<file path="src/rtl/ldst_control_unit_pkg.sv">
// rtl/ldst_control_unit_pkg.sv - state encoding, opcodes and helpers for the ld/ldi/st control sequencer
package ldst_control_unit_pkg;

    typedef enum logic [3:0] {
        S_RST,
        S_T0,
        S_T1,
        S_T2,
        S_T3,
        S_T4,
        S_LD5,
        S_LD6,
        S_LD7,
        S_LDI5,
        S_ST5,
        S_ST6,
        S_ST7,
        S_HALT
    } state_t;

    localparam logic [4:0] OP_LD   = 5'b00000;
    localparam logic [4:0] OP_LDI  = 5'b00001;
    localparam logic [4:0] OP_ST   = 5'b00010;
    localparam logic [4:0] OP_NOP  = 5'b11010;
    localparam logic [4:0] OP_HALT = 5'b11011;

    // States that stall on the memory acknowledge
    function automatic logic is_wait_state(input state_t s);
        return (s == S_T1) || (s == S_LD6) || (s == S_ST7);
    endfunction

endpackage

</file>
<file path="src/rtl/ldst_control_unit_mem_wait_timer.sv">
// rtl/ldst_control_unit_mem_wait_timer.sv - stall-cycle counter flagging the last allowed stall cycle
module ldst_control_unit_mem_wait_timer #(
    parameter int LIMIT = 15
) (
    input  logic clk,
    input  logic rst_n,
    input  logic clr,
    input  logic inc,
    output logic expired
);

    localparam int W = $clog2(LIMIT + 1);

    logic [W-1:0] count;

    always_ff @(posedge clk or negedge rst_n) begin
        if (!rst_n) begin
            count <= '0;
        end else if (clr) begin
            count <= '0;
        end else if (inc) begin
            count <= count + 1'b1;
        end
    end

    // High during the stall cycle that would bring the count to LIMIT
    assign expired = (count == W'(LIMIT - 1));

endmodule

</file>
<file path="src/rtl/ldst_control_unit.sv">
// rtl/ldst_control_unit.sv - Moore control sequencer for fetch, ld, ldi, st, nop and halt
module ldst_control_unit
    import ldst_control_unit_pkg::*;
#(
    parameter int MEM_TIMEOUT = 15,
    parameter int OPC_W       = 5
) (
    input  logic        clock,
    input  logic        clear,
    input  logic [31:0] ir,
    input  logic        mem_ack,
    input  logic        stop,
    output logic        PCout,
    output logic        Zlowout,
    output logic        MDRout,
    output logic        BAout,
    output logic        Cout,
    output logic        Rout,
    output logic        PCin,
    output logic        MARin,
    output logic        MDRin,
    output logic        IRin,
    output logic        Yin,
    output logic        Zlowin,
    output logic        Rin,
    output logic        IncPC,
    output logic        Read,
    output logic        Write,
    output logic        Gra,
    output logic        Grb,
    output logic        alu_add,
    output logic        run,
    output logic        mem_err,
    output logic        illegal_op
);

    state_t state, state_nxt;
    logic   set_err, set_ill, expired, in_wait;
    logic   op_ld, op_ldi, op_st, op_nop, op_halt;
    logic [OPC_W-1:0] opcode;
    logic   unused_ir;

    assign opcode    = ir[31 -: OPC_W];
    assign unused_ir = ^ir[31-OPC_W:0];
    assign op_ld     = (opcode == OPC_W'(OP_LD));
    assign op_ldi    = (opcode == OPC_W'(OP_LDI));
    assign op_st     = (opcode == OPC_W'(OP_ST));
    assign op_nop    = (opcode == OPC_W'(OP_NOP));
    assign op_halt   = (opcode == OPC_W'(OP_HALT));
    assign in_wait   = is_wait_state(state);

    ldst_control_unit_mem_wait_timer #(.LIMIT(MEM_TIMEOUT)) u_timer (
        .clk     (clock),
        .rst_n   (clear),
        .clr     (!in_wait),
        .inc     (in_wait && !mem_ack),
        .expired (expired)
    );

    always_ff @(posedge clock or negedge clear) begin
        if (!clear) begin
            state      <= S_RST;
            mem_err    <= 1'b0;
            illegal_op <= 1'b0;
        end else begin
            state      <= state_nxt;
            illegal_op <= set_ill;
            if (set_err) begin
                mem_err <= 1'b1;
            end
        end
    end

    always_comb begin
        state_nxt = state;
        set_err   = 1'b0;
        set_ill   = 1'b0;
        case (state)
            S_RST:  state_nxt = S_T0;
            S_T0:   state_nxt = S_T1;
            S_T1, S_LD6: begin
                if (mem_ack) begin
                    state_nxt = (state == S_T1) ? S_T2 : S_LD7;
                end else if (expired) begin
                    state_nxt = S_HALT;
                    set_err   = 1'b1;
                end
            end
            S_T2:   state_nxt = S_T3;
            S_T3: begin
                if (op_nop) begin
                    state_nxt = stop ? S_HALT : S_T0;
                end else if (op_halt) begin
                    state_nxt = S_HALT;
                end else if (op_ld || op_ldi || op_st) begin
                    state_nxt = S_T4;
                end else begin
                    state_nxt = S_T0;
                    set_ill   = 1'b1;
                end
            end
            S_T4: begin
                if (op_ld)       state_nxt = S_LD5;
                else if (op_ldi) state_nxt = S_LDI5;
                else if (op_st)  state_nxt = S_ST5;
                else             state_nxt = S_T0;
            end
            S_LD5:  state_nxt = S_LD6;
            S_LD7, S_LDI5: state_nxt = stop ? S_HALT : S_T0;
            S_ST5:  state_nxt = S_ST6;
            S_ST6:  state_nxt = S_ST7;
            S_ST7: begin
                if (mem_ack) begin
                    state_nxt = stop ? S_HALT : S_T0;
                end else if (expired) begin
                    state_nxt = S_HALT;
                    set_err   = 1'b1;
                end
            end
            S_HALT: state_nxt = S_HALT;
            default: state_nxt = S_HALT;
        endcase
    end

    always_comb begin
        {PCout, Zlowout, MDRout, BAout, Cout, Rout} = '0;
        {PCin, MARin, MDRin, IRin, Yin, Zlowin, Rin} = '0;
        {IncPC, Read, Write, Gra, Grb, alu_add} = '0;
        run = (state != S_RST) && (state != S_HALT);
        case (state)
            S_T0:   begin PCout = 1'b1; MARin = 1'b1; IncPC = 1'b1; PCin = 1'b1; end
            S_T1:   begin Read = 1'b1; MDRin = 1'b1; end
            S_T2:   begin MDRout = 1'b1; IRin = 1'b1; end
            S_T3:   begin Grb = 1'b1; BAout = 1'b1; Yin = 1'b1; end
            S_T4:   begin Cout = 1'b1; alu_add = 1'b1; Zlowin = 1'b1; end
            S_LD5:  begin Zlowout = 1'b1; MARin = 1'b1; end
            S_LD6:  begin Read = 1'b1; MDRin = 1'b1; end
            S_LD7:  begin MDRout = 1'b1; Gra = 1'b1; Rin = 1'b1; end
            S_LDI5: begin Zlowout = 1'b1; Gra = 1'b1; Rin = 1'b1; end
            S_ST5:  begin Zlowout = 1'b1; MARin = 1'b1; end
            S_ST6:  begin Gra = 1'b1; Rout = 1'b1; MDRin = 1'b1; end
            S_ST7:  begin Write = 1'b1; end
            default: ;
        endcase
    end

endmodule

</file>
<file path="config.mk">
export PLATFORM = sky130hd
export DESIGN_NAME = ldst_control_unit
export DESIGN_NICKNAME = d
export VERILOG_FILES = /design/src/rtl/ldst_control_unit_pkg.sv /design/src/rtl/ldst_control_unit_mem_wait_timer.sv /design/src/rtl/ldst_control_unit.sv
export SDC_FILE = /design/constraint.sdc
export NUM_CORES = 1
export LEC_CHECK = 0
export ABC_AREA = 1
export CORE_MARGIN = 1
export CORE_UTILIZATION = 36
export CTS_CLUSTER_DIAMETER = 40
export CTS_CLUSTER_SIZE = 14
export DETAILED_ROUTE_END_ITERATION = 8
export HOLD_SLACK_MARGIN = 0.05
export PLACE_DENSITY = 0.82
export SYNTH_ARGS = -nofsm -noshare
export SYNTH_HDL_FRONTEND = slang
export SYNTH_SLANG_ARGS = --single-unit
</file>
<file path="constraint.sdc">
create_clock -name clock -period 1.65 [get_ports clock]
set_clock_uncertainty 0.15 [all_clocks]
set_input_delay 0.2475 -clock clock [delete_from_list [all_inputs] [get_ports clock]]
set_output_delay 0.2475 -clock clock [all_outputs]
set_load 0.005 [all_outputs]
</file>
# After elaboration in Yosys (flattened, before gate mapping)
# Index checks and enable logic that the tools add are counted.
# totals
output_inout_bits	22
input_bits	36
mem_bits_ro	0
wordCells	76
ram_bits	0
latch_bits	0
reg_bits	10
memories	0
# op_classes
bitwise_logic	0
n_eq_ne	19
n_addsub	1
n_mux	34
magnitude_cmp	0
div	0
multipliers	0
reduce_logical	18
shifts	0
# op_table
op	count
two-way mux 4 bit	12
case mux 4 bit (11 select lines)	1
== test 4 bit, second input constant	6
two-way mux 1 bit	20
== test 4 x 3 -> 1 bit, second input constant	4
OR reduction 3 bit	5
== test 5 bit, second input constant	2
== test 4 x 2 -> 1 bit, second input constant	2
OR reduction 2 bit	3
== test 5 x 1 -> 1 bit, second input constant	1
== test 5 x 2 -> 1 bit, second input constant	1
logical NOT 5 bit	1
adder 4 x 1 -> 4 bit, second input constant	1
== test 4 x 1 -> 1 bit, second input constant	1
logical NOT 4 bit	1
logical OR 1 bit	4
!= test 4 bit, second input constant	1
nonzero test 4 bit	1
two-way mux 3 bit	1
logical AND 1 bit	2
!= test 2 x 1 -> 1 bit, second input constant	1
logical NOT 1 bit	1

# Depth between registers and ports, before layout
# Gate-level depths: netlist of run 1.
# depth
ltp_word	7
mapped_depth	8
mapped_depth_nobuf	8

# Modules after synthesis
# Synthesis of run 1 repeated with hierarchy kept, for this count alone.
# unflattened
hier_cells	153
hier_area_um2	928.4
# by_module_without_submodules
module	cells_each	instances	area_each_um2	seq_area_each_um2
ldst_control_unit	128	1	718.2	150.1
ldst_control_unit_mem_wait_timer	25	1	210.2	100.1

# Worst setup path before layout of run 1
# Ideal clock, no wire load.
# synth_timing
kind	flip-flop to output port
start	register state[0]
end	output port MDRin
path_stages_with_launch	6
path_buffers	0
t_required_ns	1.252
arrival_time_ns	1.036
slack_ns	0.217
cell_sequence	dfrtp_1 nand2_1 inv_2 nand2_2 nand2_4 or2_2
# synth_via
elab_chain_len	3
word_cells_on_any_way	5
cone_classes	eq/ne (3); mux (1); reduce/logical (1)
# synth_lines
element	line_no	source
start: declaration	ldst_control_unit.sv:37	state_t state, state_nxt;
start signal: assignment	ldst_control_unit.sv:66	state <= state_nxt;
== test 4 x 3 -> 1 bit, or another cell as far along	ldst_control_unit.sv:130	case (state)
OR reduction 3 bit (no source line) *	-	
two-way mux 1 bit *	ldst_control_unit.sv:130	
end: declaration	ldst_control_unit.sv:21	output logic MDRin,
# Every way passes the cells marked *; elsewhere a longest branch is shown, timed or not.

# Final worst setup path of run 1
# layout_timing
start	register state[1]
end	output port MDRin
# Same word-level chain as after synthesis.

==> results of run 1 <==
[synth_stat cells]
library cell               number
sky130_fd_sc_hd__nand2_1       34
sky130_fd_sc_hd__nor2_1        20
sky130_fd_sc_hd__inv_1         16
sky130_fd_sc_hd__nand3_1       11
sky130_fd_sc_hd__dfrtp_1       10
sky130_fd_sc_hd__buf_4          7
sky130_fd_sc_hd__nand4_1        6
sky130_fd_sc_hd__inv_2          4
sky130_fd_sc_hd__nor2_4         3
sky130_fd_sc_hd__a21oi_1        2
sky130_fd_sc_hd__ha_1           2
sky130_fd_sc_hd__nand2_2        2
sky130_fd_sc_hd__nor2_2         2
sky130_fd_sc_hd__o21a_1         2
sky130_fd_sc_hd__o21ai_0        2
sky130_fd_sc_hd__o21ai_1        2
sky130_fd_sc_hd__a21o_1         1
sky130_fd_sc_hd__a22oi_1        1
sky130_fd_sc_hd__a31oi_1        1
sky130_fd_sc_hd__nand2_4        1
sky130_fd_sc_hd__nand3b_1       1
sky130_fd_sc_hd__nor3_1         1
sky130_fd_sc_hd__nor3b_2        1
sky130_fd_sc_hd__o22ai_1        1
sky130_fd_sc_hd__or2_2          1
sky130_fd_sc_hd__xnor2_1        1
[cell families after synthesis]
| kind of cell | count (synthesis) | share of synthesized area [%] |
|---|---|---|
| xor+xnor | 1 | 0.994 |
| flops | 10 | 28.4 |
| fa+ha+maj | 2 | 2.84 |
| buf+inv | 27 | 14.5 |
| simple gates | 83 | 45.0 |
| compound gates | 12 | 8.24 |
[metal layers]
layer | share of wire [%] | up-vias | global-route usage [%] | routed length [um]
li1 | - | 589 | - | -
met1 | 36 | 609 | 29.8 | 1430
met2 | 54 | 62 | 55.8 | 2120
met3 | 4.8 | 24 | 2.68 | 187
met4 | 4.7 | 0 | 15.3 | 183
met5 | 0 | - | 0 | 0
[state kept, by name, summed over array words and instances (netlist names)]
signal,cells
state,4
illegal_op,1
u_timer.count,4
mem_err,1
[area by class of cell]
type                    instances  area (um^2)
well taps                      28         35.0
multi-input cells              98          689
repair buffers                 84          746
flip-flops and latches         10          255
clock buffers                   4         36.3
inverters                      20         95.1
fillers                       117          398
[worst max-delay path, cell delays in order, from the launching register on]
cell                      delay (ns)
sky130_fd_sc_hd__dfrtp_2        0.48
sky130_fd_sc_hd__inv_4          0.11
sky130_fd_sc_hd__nor2_4         0.05
sky130_fd_sc_hd__nand2_2        0.09
sky130_fd_sc_hd__nand2_4        0.07
sky130_fd_sc_hd__or2_4          0.22
sky130_fd_sc_hd__buf_6          0.11
[how the worst min path moves through the flow]
stage / to / slack (ns)
after global routing: mem_err$_DFFE_PN0P_ / 0.20
final: u_timer.count[1]$_DFFE_PN0P_ / 0.15
after global placement: mem_err$_DFFE_PN0P_ / 0.29
after detailed placement: mem_err$_DFFE_PN0P_ / 0.30
after CTS: mem_err$_DFFE_PN0P_ / 0.17
after floorplan: illegal_op$_DFF_PN0_ / -0.20
[power by group]
part	internal [mW]	switching, mW	leakage (nW)	total, mW
registers	0.245	0	0.121	0.245
clock network	0.134	0.0840	0.0210	0.218
logic	0.0214	0.0262	0.812	0.0476
[stage by stage]
stage	area [um^2]	cells	hold slack [ns]	TNS, ns
2_1_floorplan	881	135	-0.198	0
3_3_place_gp	1360	212	0.295	-2.41
3_5_place_dp	1360	212	0.302	-3.14
4_1_cts	1730	242	0.167	-1.02
5_1_grt	1860	244	0.197	-2.58
6_report	1860	244	0.152	-1.53
[timing repair]
| item | in CTS | in global routing |
|---|---|---|
| endpoints found under the setup margin | 20 | 28 |
| setup buffers | 26 | 4 |
| pin swaps | 16 | 16 |
| resized for setup | 137 | 31 |
==> out/metrics.yaml, run 1 <==
outcome: "finished with violations"
failed_checks: "setup timing"
seq_area_frac_synth_pct: 28.4
yosysWarnings: 0
post_cts_hold_buffer_count: 0
routabilityCongestion: 0.846
synth_cell_type_count: 26
drt-vias-per-instance: 5.26
cts_htree_levels: 1
drt_pass1_iterations: 4
setup_violations: 21
post-route-min-period_ns: 1.80
final_antenna_net_count: 0
timing.setup.critical_path_class: "reg -> out"
critPathRequiredTime_ns: 1.25
post_route_cells_drive_above_1_share_pct: 57.4
most-common-layout-cells: "sky130_fd_sc_hd__buf_4, sky130_fd_sc_hd__buf_6, sky130_fd_sc_hd__nand2_1"
clock_path_buffers: 2
final.period_utilization_pct: 109
worst_ep_arrival_time_ns: 1.41
drt_iter0_markers: 38
p_leak_nw: 0.954
grt_max_degree: 11
reg2reg_slack_ns: -0.03
clock_tree_from_tritoncts: "done"
final_hold_viol_count: 0
grt_usage_pct: 28.8
grt_remaining_overflow: 0
layout-area-overhead-vs-synth_pct: 111
path_clk_slew_ns: 0.06
timing.final.ws_setup_ns: -0.153
worstHoldPathType: "in -> async"
drt_wl_total_um: 3920
core_box_area_um2: 2250
dr_total_vias: 1284
ys_seq_elements: 10
relSlewSlack_pct: 69.1
grt_first_pass_wirelength_um: 5620
worst_r2r_endpoint: "state[0]$_DFF_PN0_"
synth_area_um2: 881
critical_path.startpoint: "state[1]$_DFF_PN0_"
maxCapViolCount: 0
timing.rr.start: "state[2]$_DFF_PN0_"
insertion_delay_ns: 0.26
post-route-drc-count: 0
wire_per_inst_um: 16.1
top_level_ports: 58
die-area_um2: 2650
post-synth-top-area-fraction_pct: 28.4
dp.final_hpwl_um: 2110
cp_capture_type: "output port"
n_antenna_cell: 0
utilization_of_the_core_after_routing_pct: 82.4
tightest_slew_ns: 0.462
synth.top_cells.by_area: "sky130_fd_sc_hd__dfrtp_1, sky130_fd_sc_hd__nand2_1, sky130_fd_sc_hd__nor2_1, sky130_fd_sc_hd__inv_1, sky130_fd_sc_hd__nand3_1"
std_cell_rows: 17
ir_drop_mv: 0.413
synth.avg_cell_area_um2: 6.52
grt_setup_unrepaired: "true"
r2r_cell_count: 9
layout.cells.most_common: "sky130_fd_sc_hd__buf_4"
crit_fanout: 5
max_freq_mhz: 555
syn_nets: 173
number_of_global_route_vias_before_repair: 1279
report.power.total_uw: 511
final_report_max_slew_violation_count: 0
root_buffer: "sky130_fd_sc_hd__clkbuf_4"
die_height_um: 51.5
starting_density_of_the_core_pct: 39.1
numCtsBuffers: 3
synth_area_leader_cell: "sky130_fd_sc_hd__dfrtp_1"
port_buffers: 30
dp_worst_setup_slack_ns: -0.237
critPathLaunchType: "flip-flop"
die_width_um: 51.5
antenna_violations_before_repair: 0
syn-instance-count: 135
cts_sink_cnt: 10
num-nets-final: 255
power_per_cell_area_nw_per_um2: 275
worstSetupEndpoint: "MDRin"
Power figures use the tool's default switching activity.
==> inputs of run 2 (changes only) <==
Settings changed: ABC_CLOCK_PERIOD_IN_PS set to 1650, CORE_ASPECT_RATIO set to 0.75, PLACE_DENSITY 0.82 to 0.81, SYNTH_HIERARCHICAL set to 1.
==> run 2 against run 1 <==
Combinational power up 27%. Setup slack worse by 0.25 ns. Largest cell class unchanged. Clock power up 11%. Hold slack worse by 0.028 ns. Utilization up 9.7 points. The run still ends with setup timing left. Non-clock buffer count up 19. Design area up 17%. Synthesized cell count up 13%.
==> out/metrics.yaml, run 2 <==
drt-vias-per-instance: 5.83
use_met3_pct: 10.8
final.period_utilization_pct: 124
port_buffers: 30
core_box_area_um2: 2360
power_per_cell_area_nw_per_um2: 251
r2r_cell_count: 14
dr_total_vias: 1680
seq_area_frac_synth_pct: 27.0
synth.top_cells.by_area: "sky130_fd_sc_hd__dfrtp_1, sky130_fd_sc_hd__nand2_1, sky130_fd_sc_hd__nor2_1, sky130_fd_sc_hd__inv_1, sky130_fd_sc_hd__nand3_1"
yosys_most_used_dff: "sky130_fd_sc_hd__dfrtp_1"
crit_fanout: 4
synth_edf_count: 0
worst_path_dominant_cell_family: "simple AND/OR/NAND/NOR gates"
reg2reg_slack_ns: -0.40
setup_violations: 28
worst-path-buf-inv: 4
post_route_cells_drive_above_1_share_pct: 68.1
most-common-layout-cells: "sky130_fd_sc_hd__buf_4, sky130_fd_sc_hd__buf_6, sky130_fd_sc_hd__nand2_1"
drt_wl_total_um: 6320
wire_per_inst_um: 21.9
num-nets-final: 293
top_level_ports: 58
timing.final.ws_setup_ns: -0.404
number_of_global_route_vias_before_repair: 1391
relSlewSlack_pct: 67.4
syn_nets: 191
drt_iter0_markers: 186
groute.layer.met1.usage_pct: 34.7
starting_density_of_the_core_pct: 39.3
grt_max_degree: 11
yosysWarnings: 6
post-synth-top-area-fraction_pct: 27.0
max_freq_mhz: 487
ir_drop_mv: 0.344
worst_r2r_endpoint: "u_timer/count[3]$_DFFE_PN0P_"
critPathRequiredTime_ns: 1.65
synth_area_um2: 928
crit_chain: "buf_4 > nand2_4 > buf_6 > nor2_4 > nor2_4 > buf_6 > nand2_4 > nand2_4 > inv_4 > nand2_4 > nor2_4 > nand2_1 > nand2_1 > nor2_1"
clock_path_buffers: 2
grt_setup_unrepaired: "true"
layout-area-overhead-vs-synth_pct: 134
numCtsBuffers: 3
final_hold_viol_count: 0
grt_use_met2_pct: 60.4
synth.avg_cell_area_um2: 6.07
drt_pass1_iterations: 4
n_antenna_cell: 0
dp_worst_setup_slack_ns: -0.258
cp_capture_type: "flip-flop"
cpMostUsedCell: "sky130_fd_sc_hd__nand2_4"
final_report_max_slew_violation_count: 0
slowest_cp_cell: "sky130_fd_sc_hd__dfrtp_2"
post-synth-top-count-cell: "sky130_fd_sc_hd__nand2_1"
post_cts_hold_buffer_count: 0
path_clk_slew_ns: 0.09
timing.rr.start: "state[0]$_DFF_PN0_"
die-area_um2: 2790
critPathLaunchType: "flip-flop"
worstHoldPathType: "in -> async"
synth_area_leader_cell: "sky130_fd_sc_hd__dfrtp_1"
synthArstFlopShare_pct: 100
tightest_slew_ns: 0.487
ys_seq_elements: 10
netlist_top_cells_count: "sky130_fd_sc_hd__nand2_1, sky130_fd_sc_hd__nor2_1, sky130_fd_sc_hd__inv_1"
post-route-drc-count: 0
critical-path-max-stage-delay_ns: 0.45
clock_tree_from_tritoncts: "done"
holdWs_ns: 0.124
timing.setup.critical_path_class: "reg -> reg"
grt_remaining_overflow: 0
die_width_um: 60.6
final_antenna_net_count: 0
syn-instance-count: 153
synth_cell_type_count: 23
post-route-min-period_ns: 2.05
utilization_of_the_core_after_routing_pct: 92.0
p_leak_nw: 1.13
cts_htree_levels: 1
maxCapViolCount: 0
antenna_violations_before_repair: 0
std_cell_rows: 15
gr-max-usage-layer: "met2"
root_buffer: "sky130_fd_sc_hd__clkbuf_4"
grt_first_pass_wirelength_um: 6490
grt_usage_pct: 32.6
failed_checks: "setup timing"
cts_sink_cnt: 10
layout.cells.most_common: "sky130_fd_sc_hd__buf_4"
worst_ep_arrival_time_ns: 2.05
insertion_delay_ns: 0.29
die_height_um: 46.0
dp.final_hpwl_um: 2270
outcome: "finished with violations"
routabilityCongestion: 0.894
largest_registers: "state x4, u_timer/count x4"
[run 2: cell count changes after synthesis, moves of 2 or more]
cell and delta:
sky130_fd_sc_hd__nand2_2 +4, sky130_fd_sc_hd__nor2_1 +13, sky130_fd_sc_hd__inv_2 +2, sky130_fd_sc_hd__nand4_1 -3
sky130_fd_sc_hd__nor2_2 +3, sky130_fd_sc_hd__nand2_1 +5
[run 2: power by group]
part	internal, mW	switching (mW)	total (mW)
combinational	0.0261	0.0343	0.0604
sequential	0.245	0	0.245
clock	0.134	0.107	0.242
total	0.405	0.142	0.547
[run 2: layout make-up]
cell class              instances  area, um^2
well taps                      34        42.5
clock buffers                   4        36.3
inverters                      23         109
repair buffers                103         895
flip-flops and latches         10         258
multi-input cells             114         836
fillers                        81         189
[run 2: layer usage]
metal	vias to the layer above	share of wire [%]
li1	671	-
met1	771	36
met2	180	43
met3	58	13
met4	0	7.3
met5	-	0
[run 2: worst max path at each step]
stage                             from                      endpoint  slack, ns  cells after the start
global placement    state[0]$_DFF_PN0_                         MARin      -0.23                      5
CTS                 state[1]$_DFF_PN0_  u_timer/count[3]$_DFFE_PN0P_      -0.16                     14
finish              state[0]$_DFF_PN0_  u_timer/count[3]$_DFFE_PN0P_      -0.40                     14
floorplan           state[1]$_DFF_PN0_  u_timer/count[3]$_DFFE_PN0P_       0.02                     12
detailed placement  state[0]$_DFF_PN0_                         MARin      -0.26                      5
global route        state[0]$_DFF_PN0_  u_timer/count[3]$_DFFE_PN0P_      -0.39                     14
[run 2: logic make-up after synthesis]
family,after synthesis,share of synthesized area (%)
AOI/OAI and AO/OA,10,6.74
adders and majority gates,2,2.69
buffers and inverters,29,14.3
DFF,10,27.0
and+or+nand+nor,102,49.3
[run 2: what timing repair did]
item,CTS,global route
endpoints found under the setup margin,24,29
pin swaps,24,19
resized for setup,142,63
buffers inserted,34,16
[run 2: stage by stage]
step                area [um^2]  power (mW)  std cells  setup TNS [ns]
floorplan                   931       0.262        153               0
global placement           1480       0.299        245           -3.05
detailed placement         1480       0.301        245           -3.82
CTS                        1880       0.528        282           -1.59
global route               2180       0.569        288           -7.17
finish                     2180       0.547        288           -6.21
==> inputs of run 3 (changes only) <==
Settings changed: ABC_CLOCK_PERIOD_IN_PS 1650 to 2100.
Clock period 1.65 ns to 2.1 ns, I/O delays scaled along.
==> run 3 against run 2 <==
The flow now finishes without violations. Non-clock buffer count decreased by 60. Largest cell class is now multi-input gates. Hold slack improved by 0.065 ns. Via count decreased by 35%. Utilization decreased by 31 points. Combinational power decreased by 42%.
==> out/metrics.yaml, run 3 (synthesis gave the netlist of run 2 again) <==
n_antenna_cell: 0
timing.final.ws_setup_ns: 0.0472
port_buffers: 30
numCtsBuffers: 3
core_box_area_um2: 2360
drt_pass1_iterations: 4
final_cell_area_um2: 1440
post_route_cells_drive_above_1_share_pct: 27.8
timing.rr.start: "state[2]$_DFF_PN0_"
p_leak_nw: 0.861
tightest_slew_ns: 0.447
routabilityCongestion: 0.885
post-route-drc-count: 0
most-common-layout-cells: "sky130_fd_sc_hd__nand2_1, sky130_fd_sc_hd__nor2_1, sky130_fd_sc_hd__inv_1"
final_antenna_net_count: 0
drt_wl_total_um: 2580
ir_drop_mv: 0.197
critPathLaunchType: "flip-flop"
antenna_violations_before_repair: 0
timing.setup.critical_path_class: "reg -> out"
dp.final_hpwl_um: 1820
grt_usage_pct: 19.4
final_hold_viol_count: 0
clock_path_buffers: 2
critPathRequiredTime_ns: 1.63
worst-path-buf-inv: 2
post-route-min-period_ns: 2.05
dr_total_vias: 1084
utilization_of_the_core_after_routing_pct: 60.9
final_report_max_slew_violation_count: 0
groute.layer.met1.usage_pct: 25.3
grt_remaining_overflow: 0
path_clk_slew_ns: 0.07
cp_capture_type: "output port"
critical_path.startpoint: "state[1]$_DFF_PN0_"
relSlewSlack_pct: 70.1
power_per_cell_area_nw_per_um2: 283
holdWs_ns: 0.189
root_buffer: "sky130_fd_sc_hd__clkbuf_4"
drt_iter0_markers: 72
number_of_global_route_vias_before_repair: 943
crit_chain: "nor2_4 > nand2_2 > inv_2 > clkdlybuf4s50_1"
top_level_ports: 58
max_freq_mhz: 487
maxCapViolCount: 0
outcome: "completed"
worstHoldPathType: "in -> async"
wire_per_inst_um: 11.3
layout-area-overhead-vs-synth_pct: 55.1
cts_htree_levels: 1
grt_first_pass_wirelength_um: 3950
worst_ep_arrival_time_ns: 1.59
die_height_um: 46.0
final.period_utilization_pct: 97.8
std_cell_rows: 15
grt_setup_unrepaired: "true"
critical-path-max-stage-delay_ns: 0.50
use_met3_pct: 5.97
insertion_delay_ns: 0.28
die_width_um: 60.6
dp_worst_setup_slack_ns: 0.0858
grt_use_met2_pct: 31.2
drt-vias-per-instance: 4.75
gr-max-usage-layer: "met2"
placed_cell_area_um2: 1230
layout.cells.most_common: "sky130_fd_sc_hd__nand2_1"
cts_sink_cnt: 10
starting_density_of_the_core_pct: 39.3
die-area_um2: 2790
setup_violations: 0
worst_path_dominant_cell_family: "buffers and inverters"
crit_fanout: 5
clock_tree_from_tritoncts: "done"
slowest_cp_cell: "sky130_fd_sc_hd__clkdlybuf4s50_1"
largest_registers: "state x4, u_timer/count x4"
num-nets-final: 233
grt_max_degree: 11
run 3: cell types whose count changed in the layout (fill, tap and decap cells not counted), sizes merged:
cell / delta
buf: -80
dlymetal6s2s: +10
clkdlybuf4s50: +3
clkinv: -1
dlygate4sd2: +7
inv: +1
run 3: path summary, 6_finish.rpt:
| kind | endpoint | slack [ns] | depth (start not counted) |
|---|---|---|---|
| min reg2reg | mem_err$_DFFE_PN0P_ | 0.33 | 1 |
| max in group asynchronous | state[2]$_DFF_PN0_ | 1.26 | 1 |
| min | u_timer/count[0]$_DFFE_PN0P_ | 0.19 | 1 |
| max | Yin | 0.05 | 4 |
| max reg2reg | u_timer/count[3]$_DFFE_PN0P_ | 0.16 | 14 |
| min in group clock | mem_err$_DFFE_PN0P_ | 0.33 | 1 |
run 3: where the power goes:
group          switching (mW)  internal, mW  total, mW
clock network          0.0749         0.106      0.181
registers                   0         0.192      0.192
logic                  0.0182        0.0169     0.0352
total                  0.0932         0.315      0.408
run 3: metrics by stage:
step / std cells / power (mW) / TNS (ns)
6_report: 228 / 0.408 / 0
5_1_grt: 228 / 0.431 / -0.0476
4_1_cts: 222 / 0.406 / -0.338
3_5_place_dp: 212 / 0.232 / 0
3_3_place_gp: 212 / 0.231 / 0
2_1_floorplan: 153 / 0.206 / 0
run 3: cell type report:
cell class                 count  area (um^2)
fill                         233          925
inverter                      23         92.6
clock buffer                   4         36.3
multi-input combinational    114          583
tap                           34         42.5
sequential                    10          255
timing repair buffer          43          430
run 3: routing by layer:
metal	part of all wire, %	vias up
li1	-	552
met1	43	478
met2	48	47
met3	6.4	7
met4	2.2	0
met5	0	-
run 3: timing repair:
| item | CTS | global route |
|---|---|---|
| hold buffers | 0 | 0 |
| hold endpoints to repair | 0 | 0 |
| setup endpoints to repair | 19 | 12 |
| resized for setup | 20 | 18 |
| setup buffers | 6 | 6 |
| pin swaps | 1 | 2 |
